### src/rtl/bus_arb_mux_if.sv
// bus_arb_mux_if: groups the select/arbitration inputs, source data and
// registered bus outputs of bus_arb_mux.
//   master modport : the side that drives selects, requests and source data
//                    and observes the registered bus (control unit / bench)
//   slave modport  : bus_arb_mux itself
// Handshake semantics: there is no backpressure. A source is transferred
// in every cycle in which a select or request wins. bus_valid is high for
// exactly the cycles whose bus_out was freshly loaded.
interface bus_arb_mux_if #(
  parameter int WIDTH = 32,
  parameter int N_SRC = 24,
  parameter int CNT_W = 16
);
  localparam int SEL_W = (N_SRC > 1) ? $clog2(N_SRC) : 1;

  logic                   mode;
  logic [N_SRC-1:0]       sel_onehot;
  logic [N_SRC-1:0]       req;
  logic                   lock;
  logic [N_SRC*WIDTH-1:0] data_in;
  logic                   err_clear;
  logic                   cnt_clear;
  logic [WIDTH-1:0]       bus_out;
  logic                   bus_valid;
  logic [SEL_W-1:0]       sel_index;
  logic [N_SRC-1:0]       grant;
  logic                   multi_hot_err;
  logic [CNT_W-1:0]       xfer_count;

  modport master (
    output mode, sel_onehot, req, lock, data_in, err_clear, cnt_clear,
    input  bus_out, bus_valid, sel_index, grant, multi_hot_err, xfer_count
  );

  modport slave (
    input  mode, sel_onehot, req, lock, data_in, err_clear, cnt_clear,
    output bus_out, bus_valid, sel_index, grant, multi_hot_err, xfer_count
  );
endinterface

### src/rtl/bus_arb_mux.sv
// bus_arb_mux: registered N_SRC-to-1 bus multiplexer.
// Source chosen each cycle either by a one-hot direct select (mode = 0,
// lowest set bit wins, multi-hot flagged) or by round-robin arbitration
// with bus locking (mode = 1). All outputs are registered; latency is one
// cycle, throughput one transfer per cycle.
// Ports:
//   clock   : rising-edge clock
//   reset_n : asynchronous active-low reset
//   bus     : bus_arb_mux_if.slave (selects, requests, data, outputs)
module bus_arb_mux #(
  parameter int WIDTH = 32,
  parameter int N_SRC = 24,
  parameter int CNT_W = 16
) (
  input logic          clock,
  input logic          reset_n,
  bus_arb_mux_if.slave bus
);
  localparam int SEL_W = (N_SRC > 1) ? $clog2(N_SRC) : 1;

  logic [WIDTH-1:0] bus_q, bus_d;
  logic             valid_q, valid_d;
  logic [SEL_W-1:0] idx_q, idx_d;
  logic [N_SRC-1:0] grant_q, grant_d;
  logic             err_q, err_d;
  logic [CNT_W-1:0] cnt_q, cnt_d;
  logic [SEL_W-1:0] ptr_q, ptr_d;
  logic             own_vld_q, own_vld_d;
  logic [SEL_W-1:0] own_q, own_d;

  logic             dir_hit, arb_hit, win_hit, lock_hold, multi_hot;
  logic [SEL_W-1:0] dir_idx, arb_idx, win_idx;
  int               j;

  always_comb begin
    // Direct select: scanning downward leaves the lowest set bit as winner.
    dir_hit = 1'b0;
    dir_idx = '0;
    for (int i = N_SRC - 1; i >= 0; i--) begin
      if (bus.sel_onehot[i]) begin
        dir_hit = 1'b1;
        dir_idx = SEL_W'(i);
      end
    end
    multi_hot = (bus.sel_onehot & (bus.sel_onehot - N_SRC'(1))) != '0;

    // Round-robin: first request at or above the pointer, wrapping.
    arb_hit = 1'b0;
    arb_idx = '0;
    j       = 0;
    for (int k = 0; k < N_SRC; k++) begin
      j = int'(ptr_q) + k;
      if (j >= N_SRC) j = j - N_SRC;
      if (!arb_hit && bus.req[j]) begin
        arb_hit = 1'b1;
        arb_idx = SEL_W'(j);
      end
    end

    // The owner is the previous arbitration winner; it is only tracked
    // while in arbitration mode, so a mode switch drops ownership.
    lock_hold = bus.lock && own_vld_q && bus.req[own_q];

    if (bus.mode) begin
      win_hit = lock_hold ? 1'b1  : arb_hit;
      win_idx = lock_hold ? own_q : arb_idx;
    end else begin
      win_hit = dir_hit;
      win_idx = dir_idx;
    end

    bus_d   = win_hit ? bus.data_in[int'(win_idx)*WIDTH +: WIDTH] : bus_q;
    idx_d   = win_hit ? win_idx : idx_q;
    valid_d = win_hit;
    grant_d = win_hit ? (N_SRC'(1) << win_idx) : '0;

    ptr_d = ptr_q;
    if (bus.mode && win_hit && !lock_hold) begin
      ptr_d = (win_idx == SEL_W'(N_SRC - 1)) ? '0 : win_idx + SEL_W'(1);
    end

    own_vld_d = bus.mode && win_hit;
    own_d     = win_hit ? win_idx : own_q;

    // Set has priority over clear.
    err_d = (!bus.mode && multi_hot) || (err_q && !bus.err_clear);

    // Counts the registered bus_valid, hence one extra cycle of lag.
    if (bus.cnt_clear)                 cnt_d = '0;
    else if (valid_q && cnt_q != '1)   cnt_d = cnt_q + CNT_W'(1);
    else                               cnt_d = cnt_q;
  end

  always_ff @(posedge clock or negedge reset_n) begin
    if (!reset_n) begin
      bus_q     <= '0;
      valid_q   <= 1'b0;
      idx_q     <= '0;
      grant_q   <= '0;
      err_q     <= 1'b0;
      cnt_q     <= '0;
      ptr_q     <= '0;
      own_vld_q <= 1'b0;
      own_q     <= '0;
    end else begin
      bus_q     <= bus_d;
      valid_q   <= valid_d;
      idx_q     <= idx_d;
      grant_q   <= grant_d;
      err_q     <= err_d;
      cnt_q     <= cnt_d;
      ptr_q     <= ptr_d;
      own_vld_q <= own_vld_d;
      own_q     <= own_d;
    end
  end

  assign bus.bus_out       = bus_q;
  assign bus.bus_valid     = valid_q;
  assign bus.sel_index     = idx_q;
  assign bus.grant         = grant_q;
  assign bus.multi_hot_err = err_q;
  assign bus.xfer_count    = cnt_q;
endmodule

### src/flat_wrapper.sv
// flat-port wrapper written by rule: the top's interface ports become plain ports
module bus_arb_mux_flat 
#(
  parameter int WIDTH = 32,
  parameter int N_SRC = 24,
  parameter int CNT_W = 16
)
  (clock, reset_n, bus_mode, bus_sel_onehot, bus_req, bus_lock, bus_data_in, bus_err_clear, bus_cnt_clear, bus_bus_out, bus_bus_valid, bus_sel_index, bus_grant, bus_multi_hot_err, bus_xfer_count);
  bus_arb_mux_if #(.WIDTH(WIDTH), .N_SRC(N_SRC), .CNT_W(CNT_W)) bus_i ();
  input logic clock;
  input logic reset_n;
  input wire logic [$bits(bus_i.mode)-1:0] bus_mode;
  input wire logic [$bits(bus_i.sel_onehot)-1:0] bus_sel_onehot;
  input wire logic [$bits(bus_i.req)-1:0] bus_req;
  input wire logic [$bits(bus_i.lock)-1:0] bus_lock;
  input wire logic [$bits(bus_i.data_in)-1:0] bus_data_in;
  input wire logic [$bits(bus_i.err_clear)-1:0] bus_err_clear;
  input wire logic [$bits(bus_i.cnt_clear)-1:0] bus_cnt_clear;
  output wire logic [$bits(bus_i.bus_out)-1:0] bus_bus_out;
  output wire logic [$bits(bus_i.bus_valid)-1:0] bus_bus_valid;
  output wire logic [$bits(bus_i.sel_index)-1:0] bus_sel_index;
  output wire logic [$bits(bus_i.grant)-1:0] bus_grant;
  output wire logic [$bits(bus_i.multi_hot_err)-1:0] bus_multi_hot_err;
  output wire logic [$bits(bus_i.xfer_count)-1:0] bus_xfer_count;
  assign bus_i.mode = bus_mode;
  assign bus_i.sel_onehot = bus_sel_onehot;
  assign bus_i.req = bus_req;
  assign bus_i.lock = bus_lock;
  assign bus_i.data_in = bus_data_in;
  assign bus_i.err_clear = bus_err_clear;
  assign bus_i.cnt_clear = bus_cnt_clear;
  assign bus_bus_out = bus_i.bus_out;
  assign bus_bus_valid = bus_i.bus_valid;
  assign bus_sel_index = bus_i.sel_index;
  assign bus_grant = bus_i.grant;
  assign bus_multi_hot_err = bus_i.multi_hot_err;
  assign bus_xfer_count = bus_i.xfer_count;
  bus_arb_mux #(.WIDTH(WIDTH), .N_SRC(N_SRC), .CNT_W(CNT_W)) u_core (.clock(clock), .reset_n(reset_n), .bus(bus_i));
endmodule
### config.mk
export PLATFORM = sky130hd
export DESIGN_NAME = bus_arb_mux_flat
export DESIGN_NICKNAME = d
export VERILOG_FILES = /design/src/rtl/bus_arb_mux_if.sv /design/src/rtl/bus_arb_mux.sv /design/src/flat_wrapper.sv
export SDC_FILE = /design/constraint.sdc
export NUM_CORES = 1
export LEC_CHECK = 0
export CAP_MARGIN = 15
export CORE_AREA = 2 2 347 349
export DETAILED_ROUTE_END_ITERATION = 12
export DIE_AREA = 0 0 349 351
export GPL_ROUTABILITY_DRIVEN = 0
export PLACE_DENSITY_LB_ADDON = 0.05
export SLEW_MARGIN = 20
export SYNTH_ARGS = -nofsm -noshare
export SYNTH_HDL_FRONTEND = slang
export SYNTH_SLANG_ARGS = --single-unit
### constraint.sdc
create_clock -name clock -period 6.1 [get_ports clock]
set_input_delay 1.525 -clock clock [delete_from_list [all_inputs] [get_ports clock]]
set_output_delay 1.525 -clock clock [all_outputs]
set_load 0.05 [all_outputs]
After elaboration in Yosys (flattened, before gate mapping)
Index checks and enable logic that the tools add are counted.
- flip-flop bits (word level): 85
- input port bits: 822
- word-level logic and storage cells: 373
- add/sub/neg operators: 50
- $lt $le $gt $ge: 49
- equality and inequality tests: 2
- shift-type cells: 2
- mux-type cells: 202
- bitwise gates (word level): 1
- reduce and logical (&&, ||, !) cells: 59
- operators with widths (cell ; count):
    less-than comparator 32 x 7 -> 1 bit, second input constant ; 24
    2-to-1 mux 32 bit ; 24
    variable part select 768 x 11 -> 32 bit ; 1
    >= comparator 32 x 6 -> 1 bit, second input constant ; 23
    subtractor 32 x 6 -> 32 bit, second input constant ; 23
    2-to-1 mux 5 bit ; 51
    binary-select mux 1 bit (select 5 bit) ; 25
    2-to-1 mux 1 bit ; 99
    adder 5 x 4 -> 6 bit, second input constant ; 8
    adder 5 x 5 -> 6 bit, second input constant ; 8
    2-to-1 mux 16 bit ; 2
    logical AND 1 bit ; 30
    zero test 1 bit ; 26
    adder 5 x 3 -> 6 bit, second input constant ; 4
    AND 24 bit ; 1
    2-to-1 mux 24 bit ; 1
    nonzero test 24 bit ; 1
    << shifter 1 x 5 -> 24 bit, first input constant ; 1
    subtractor 24 x 1 -> 24 bit, second input constant ; 1
    adder 16 x 1 -> 16 bit, second input constant ; 1
    != test 16 bit, second input constant ; 1
    adder 5 x 2 -> 6 bit, second input constant ; 2
    adder 5 x 1 -> 6 bit, second input constant ; 1
    less-than comparator 5 x 6 -> 1 bit, second input constant ; 1
    other kinds (6) ; 6

Longest topological paths before layout
- word-level depth: 79
- gate-level depth with buffers: 34
- mapped depth without buffers: 24

Worst setup path before layout
OpenSTA, ideal clock, no wires.
- kind: register -> register
- from: register u_core.ptr_q[1]
- to: register u_core.bus_q[10] (netlist: u_core.bus.bus_out[10])
- library setup time: 0.139 ns
- arrival time: 6.437 ns
- required time: 5.961 ns
- path slack: -0.475 ns
- cell stages (with the launch flop): 31
- cell sequence: dfrtp_1 > buf_6 > buf_6 > buf_2 > clkinv_1 > ha_1 > buf_2 > buf_2 > nand2b_1 > nand3_1 > nand2_1 > inv_1 > ha_1 > and3_1 > nor3_1 > nand3_1 > a31oi_1 > nand2_1 > or4_4 > nor3_4 > nor3_1 > o211a_1 > a211o_1 > buf_2 > and2_4 > buf_6 > buf_6 > mux2_4 > o211ai_1 > o211ai_1 > or4_1
- word-level cells in the longest chain between the ends: 78
- elaborated cells on any way between the ends: 266
- those cells by class: 47 x add/sub; 24 x order compare; 1 x shift; 148 x mux; 46 x reduce/logical
- RTL lines (element ; RTL line ; RTL):
    start: declaration ; bus_arb_mux.sv:27 ; logic [SEL_W-1:0] ptr_q, ptr_d;
    start signal: assignment ; bus_arb_mux.sv:112 ; ptr_q <= ptr_d;
    branches (longest 78 deep; another with subtractor 32 x 6 -> 32 bit) ; n/a ;
    end signal: assignment ; bus_arb_mux.sv:106 ; bus_q <= bus_d;
    end: declaration ; bus_arb_mux.sv:21 ; logic [WIDTH-1:0] bus_q, bus_d;
Several ways; the timed one is not identified. The select of a mux whose other input is x is not followed.
A chain may end at the register's enable or synchronous reset.

Worst setup path in the final report
- from: input bus_req[7]
- to: register u_core.bus_q[6] (netlist: u_core.bus.bus_out[6])
- word-level cells in the longest chain between the ends: 76
- elaborated cells on any way between the ends: 174
- those cells by class: 1 x shift; 126 x mux; 47 x reduce/logical
- RTL lines (element ; RTL line ; RTL):
    start: declaration ; flat_wrapper.sv:14 ; input wire logic [$bits(bus_i.req)-1:0] bus_req;
    binary-select mux 1 bit (select 5 bit) ; bus_arb_mux.sv:54 ; if (!arb_hit && bus.req[j]) begin
    2-to-1 mux 1 bit (implied by the code) (2 in series) ; bus_arb_mux.sv:54 ;
    2-to-1 mux 1 bit ; bus_arb_mux.sv:54 ;
    zero test 1 bit ; bus_arb_mux.sv:54 ;
    logical AND 1 bit ; bus_arb_mux.sv:54 ;
    2-to-1 mux 1 bit ; bus_arb_mux.sv:54 ;
    zero test 1 bit ; bus_arb_mux.sv:54 ;
    logical AND 1 bit ; bus_arb_mux.sv:54 ;
    [59 not listed] ; n/a ;
    logical AND 1 bit ; bus_arb_mux.sv:54 ;
    2-to-1 mux 1 bit ; bus_arb_mux.sv:54 ;
    zero test 1 bit ; bus_arb_mux.sv:54 ;
    logical AND 1 bit ; bus_arb_mux.sv:54 ;
    2-to-1 mux 5 bit ; bus_arb_mux.sv:54 ;
    2-to-1 mux 5 bit ; bus_arb_mux.sv:66 ; win_idx = lock_hold ? own_q : arb_idx;
    2-to-1 mux 5 bit ; bus_arb_mux.sv:64 ; if (bus.mode) begin
    variable part select 768 x 11 -> 32 bit ; bus_arb_mux.sv:72 ; bus_d = win_hit ? bus.data_in[int'(win_idx)*WIDTH +: WIDTH] : bus_q;
Several ways; a longest one is shown, not always the timed one. The select of a mux whose other input is x is not followed.

==> impl_metrics.env <==
export IMPL_hold_ws_ns=0.520
export IMPL_synth_edff_count=0
export IMPL_syn_area_sq_um=17000
export IMPL_start_util_pct=14.3
export IMPL_stdcell_area_sq_um=35500
export IMPL_r2r_end="u_core.bus.bus_out[6]"
export IMPL_clk_pin_slew_worst_paths_ns=0.09
export IMPL_pwr_share_clk_pct=2.1
export IMPL_cts_buffers_inserted=9
export IMPL_hpwl_um=136000
export IMPL_skew_ns=0.0204
export IMPL_cp_start_kind="primary input"
export IMPL_grt_pass1_vias=26100
export IMPL_post_place_cells=5224
export IMPL_die_area_sq_um=122000
export IMPL_period_share_pct=106
export IMPL_p_sw_mw=16.4
export IMPL_grt_max_degree=71
export IMPL_cts_htree_levels=3
export IMPL_grt_pass1_wl_um=212000
export IMPL_p_per_area_nw_per_um2=864
export IMPL_dp_slack_ns=-1.78
export IMPL_port_buffers=900
export IMPL_clockRootBuffer="clkbuf_16"
export IMPL_avgSynthCellArea_sq_um=7.12
export IMPL_row_count=127
export IMPL_clockBufferDepth=2
export IMPL_area_growth_pct=109
export IMPL_fin_setup_tns_ns=-8.06
export IMPL_final_max_slew_viol_count=0
export IMPL_failed_checks="negative setup slack"
export IMPL_nets=4677
export IMPL_core_sq_um=119000
export IMPL_grtUsageMet3_pct=4.41
export IMPL_status="finished with violations"
export IMPL_r2r_start="u_core.ptr_q[4]"
export IMPL_crit_type="primary input to flip-flop"
export IMPL_die_y_um=351
export IMPL_drive_gt1_share_pct=30.2
export IMPL_synth_nets=3248
export IMPL_p_leak_nw=14.8
export IMPL_path_max_fanout=7
export IMPL_crit_start="bus_req[7]"
export IMPL_fin_ws_ns=-0.380
export IMPL_finalCriticalPeriod_ns=6.48
export IMPL_crit_arrival_ns=6.77
export IMPL_critPathCaptureType="flip-flop"
export IMPL_die_x_um=349
export IMPL_synth_async_reset_ratio_pct=100
export IMPL_relSlewSlack_pct=45.1
export IMPL_avgViaCountPerCell=4.77
export IMPL_cts_sinks=85
export IMPL_cap_viol_max_count=0
export IMPL_hold_viol=0
export IMPL_layout_cells_non_filler=5387
export IMPL_power_internal_mw=14.3
export IMPL_power_mw=30.7
export IMPL_switching_share_pct=53.4
export IMPL_grt_antenna_before_repair=59
export IMPL_worstHoldPathType="flip-flop to flip-flop"
export IMPL_yosys_warnings=0
export IMPL_grt_ovfl_total=0
export IMPL_ir_worst_vdd_v=0.000439
export IMPL_worst_slew_pin_slew_ns=0.822
export IMPL_setup_viol=31
export IMPL_cts_tree="yes"
export IMPL_dr_pass1_iters=7
export IMPL_seq_power_share_pct=3.4
export IMPL_endpoint="u_core.bus.bus_out[6]"
export IMPL_nFillCells=12700
export IMPL_synthFlopType="dfrtp_1"
export IMPL_grt_busiest_layer="met2"
export IMPL_hold_depth=2
export IMPL_grt_met1_usage_pct=32.3
export IMPL_cp_required_ns=6.39
export IMPL_post_drt_wl_per_cell_um=30.2
export IMPL_ys_seq_area_share_pct=12.5
export IMPL_grt_use_total_pct=24.7
export IMPL_antenna_left=0
export IMPL_io_pins=901
export IMPL_via_count=25700
export IMPL_drc=0
export IMPL_grtUsageMet2_pct=42.5
export IMPL_synthCells=2386
export IMPL_synth_seq_cells=85
export IMPL_drtIter0Drc=1658
export IMPL_rsz0062_at_grt="true"
export IMPL_r2r_slack_ns=-0.31
export IMPL_wirelength_um=163000
export IMPL_p_comb_share_pct=94.4
export IMPL_fmax_mhz=154
export IMPL_synth_cell_type_count=95
export IMPL_utilization_pct=29.9
export IMPL_placed_cell_area_sq_um=32000
export IMPL_reg2regPathDepth=25
export IMPL_clk_latency_ns=0.42
## how the worst min path moves through the flow
stage / start / end / slack (ns)
2_1_floorplan: u_core.own_vld_q / u_core.ptr_q[3] / 0.77
3_3_place_gp: u_core.bus.bus_out[25] / u_core.bus.bus_out[25] / 0.48
3_5_place_dp: u_core.bus.bus_out[25] / u_core.bus.bus_out[25] / 0.51
4_1_cts: u_core.bus.bus_out[25] / u_core.bus.bus_out[25] / 0.53
5_1_grt: u_core.bus.bus_out[25] / u_core.bus.bus_out[25] / 0.56
6_report: u_core.bus.bus_out[25] / u_core.bus.bus_out[25] / 0.52
## cell families after synthesis
| group | after synthesis | synth area share, % |
|---|---|---|
| and+or+nand+nor | 1064 | 29.9 |
| AOI/OAI and AO/OA | 576 | 25.2 |
| buffers and inverters | 326 | 8.42 |
| muxes | 259 | 19.2 |
| DFF | 85 | 12.5 |
| adders and majority gates | 44 | 3.18 |
| xor gates and xnor gates | 32 | 1.65 |
## synthesized netlist by cell type, types with 15 or more instances
cell type | n | area share (%)
nor2b_1 | 15 | 0.55
buf_6 | 17 | 1.1
a31oi_1 | 18 | 0.66
nand3_1 | 157 | 4.6
o21ai_0 | 44 | 1.3
or4_1 | 31 | 1.4
mux2_4 | 23 | 2.0
mux4_2 | 37 | 4.9
a311oi_1 | 52 | 2.7
buf_1 | 15 | 0.33
xnor2_1 | 18 | 0.93
a21oi_1 | 90 | 2.7
nand2_1 | 468 | 10
o211ai_1 | 126 | 5.6
nor2_1 | 119 | 2.6
mux2_2 | 61 | 4.0
nor3_1 | 67 | 2.0
dfrtp_1 | 85 | 13
ha_1 | 40 | 2.9
buf_2 | 51 | 1.5
inv_1 | 123 | 2.7
mux2i_1 | 137 | 8.1
o31ai_1 | 23 | 1.0
nand2b_1 | 15 | 0.55
a32oi_1 | 31 | 1.6
and3_1 | 89 | 3.3
clkbuf_1 | 112 | 2.5
## sequential cells by signal (all words and copies together), names as in the netlist
signal                    count
u_core.bus.multi_hot_err      1
u_core.bus.bus_valid          1
u_core.bus.grant             24
u_core.bus.xfer_count        16
u_core.bus.bus_out           32
u_core.own_vld_q              1
u_core.ptr_q                  5
u_core.bus.sel_index          5
## cell type report
class	count	area, sq um	share of cell area (%)
repair buffers	1617	15500	43.5
multi-input cells	1975	15100	42.6
flip-flops and latches	85	2130	6.00
well taps	1548	1940	5.45
inverters	127	497	1.40
clock buffers	9	225	0.634
clock inverters	7	91.3	0.257
diodes	19	47.5	0.134
## cell usage in the layout, fill, tap and decap left out, types with 13 or more instances in the layout
master	count
a21o_1	13
a21oi_1	79
a311oi_1	29
a311oi_2	14
a31oi_1	14
a32oi_1	24
and3_1	72
and3_4	14
buf_12	44
buf_4	604
buf_6	50
clkbuf_16	20
clkdlybuf4s50_1	875
dfrtp_1	81
diode_2	19
ha_1	24
inv_1	115
mux2_2	49
mux2_4	35
mux2i_1	123
mux4_2	37
nand2_1	458
nand2b_1	14
nand3_1	153
nand4_1	13
nor2_1	99
nor3_1	49
o2111ai_1	14
o211ai_1	126
o21a_1	13
o21ai_0	32
o31ai_1	14
or4_1	26
xor2_1	13
## power groups by stage
stage	logic, mW	clock network [mW]	registers (mW)
floorplan	11.6	0	1.47
global placement	24.3	0	1.05
detailed placement	24.4	0	1.05
CTS	26.5	0.693	1.05
global route	30.6	0.698	1.06
finish	29.0	0.654	1.05
## metal layers
layer  routed length (um)  vias to the layer above
li1                     -                    11800
met2                79300                      958
met4                 3230                       36
met5                  216                        -
met3                 9590                      173
met1                70200                    12700
## critical path, cell delays in order
cell and delay (ns):
buf_8 0.10, mux4_2 0.45, mux2i_1 0.20, buf_4 0.16, buf_6 0.10, nor3b_4 0.04
a311oi_2 0.20, buf_4 0.17, o211a_1 0.17, nand3b_1 0.10, buf_4 0.16, or4_4 0.57
nor3b_4 0.25, nor3_2 0.07, o211a_1 0.22, a211o_4 0.33, and2_4 0.21, buf_4 0.16
buf_4 0.16, mux2_4 0.32, o211ai_1 0.19, buf_4 0.17, o211ai_1 0.17, or4_1 0.55
## repair_timing
item / 4_1_cts / 5_1_grt
endpoints found under the hold margin: 0 / 0
pin swaps: 79 / 96
setup endpoints to repair: 61 / 53
resized for setup: 313 / 203
hold buffers: 0 / 0
gates cloned: 4 / 12
setup buffers: 69 / 65
Note: power is estimated with default switching activity, not from simulation.
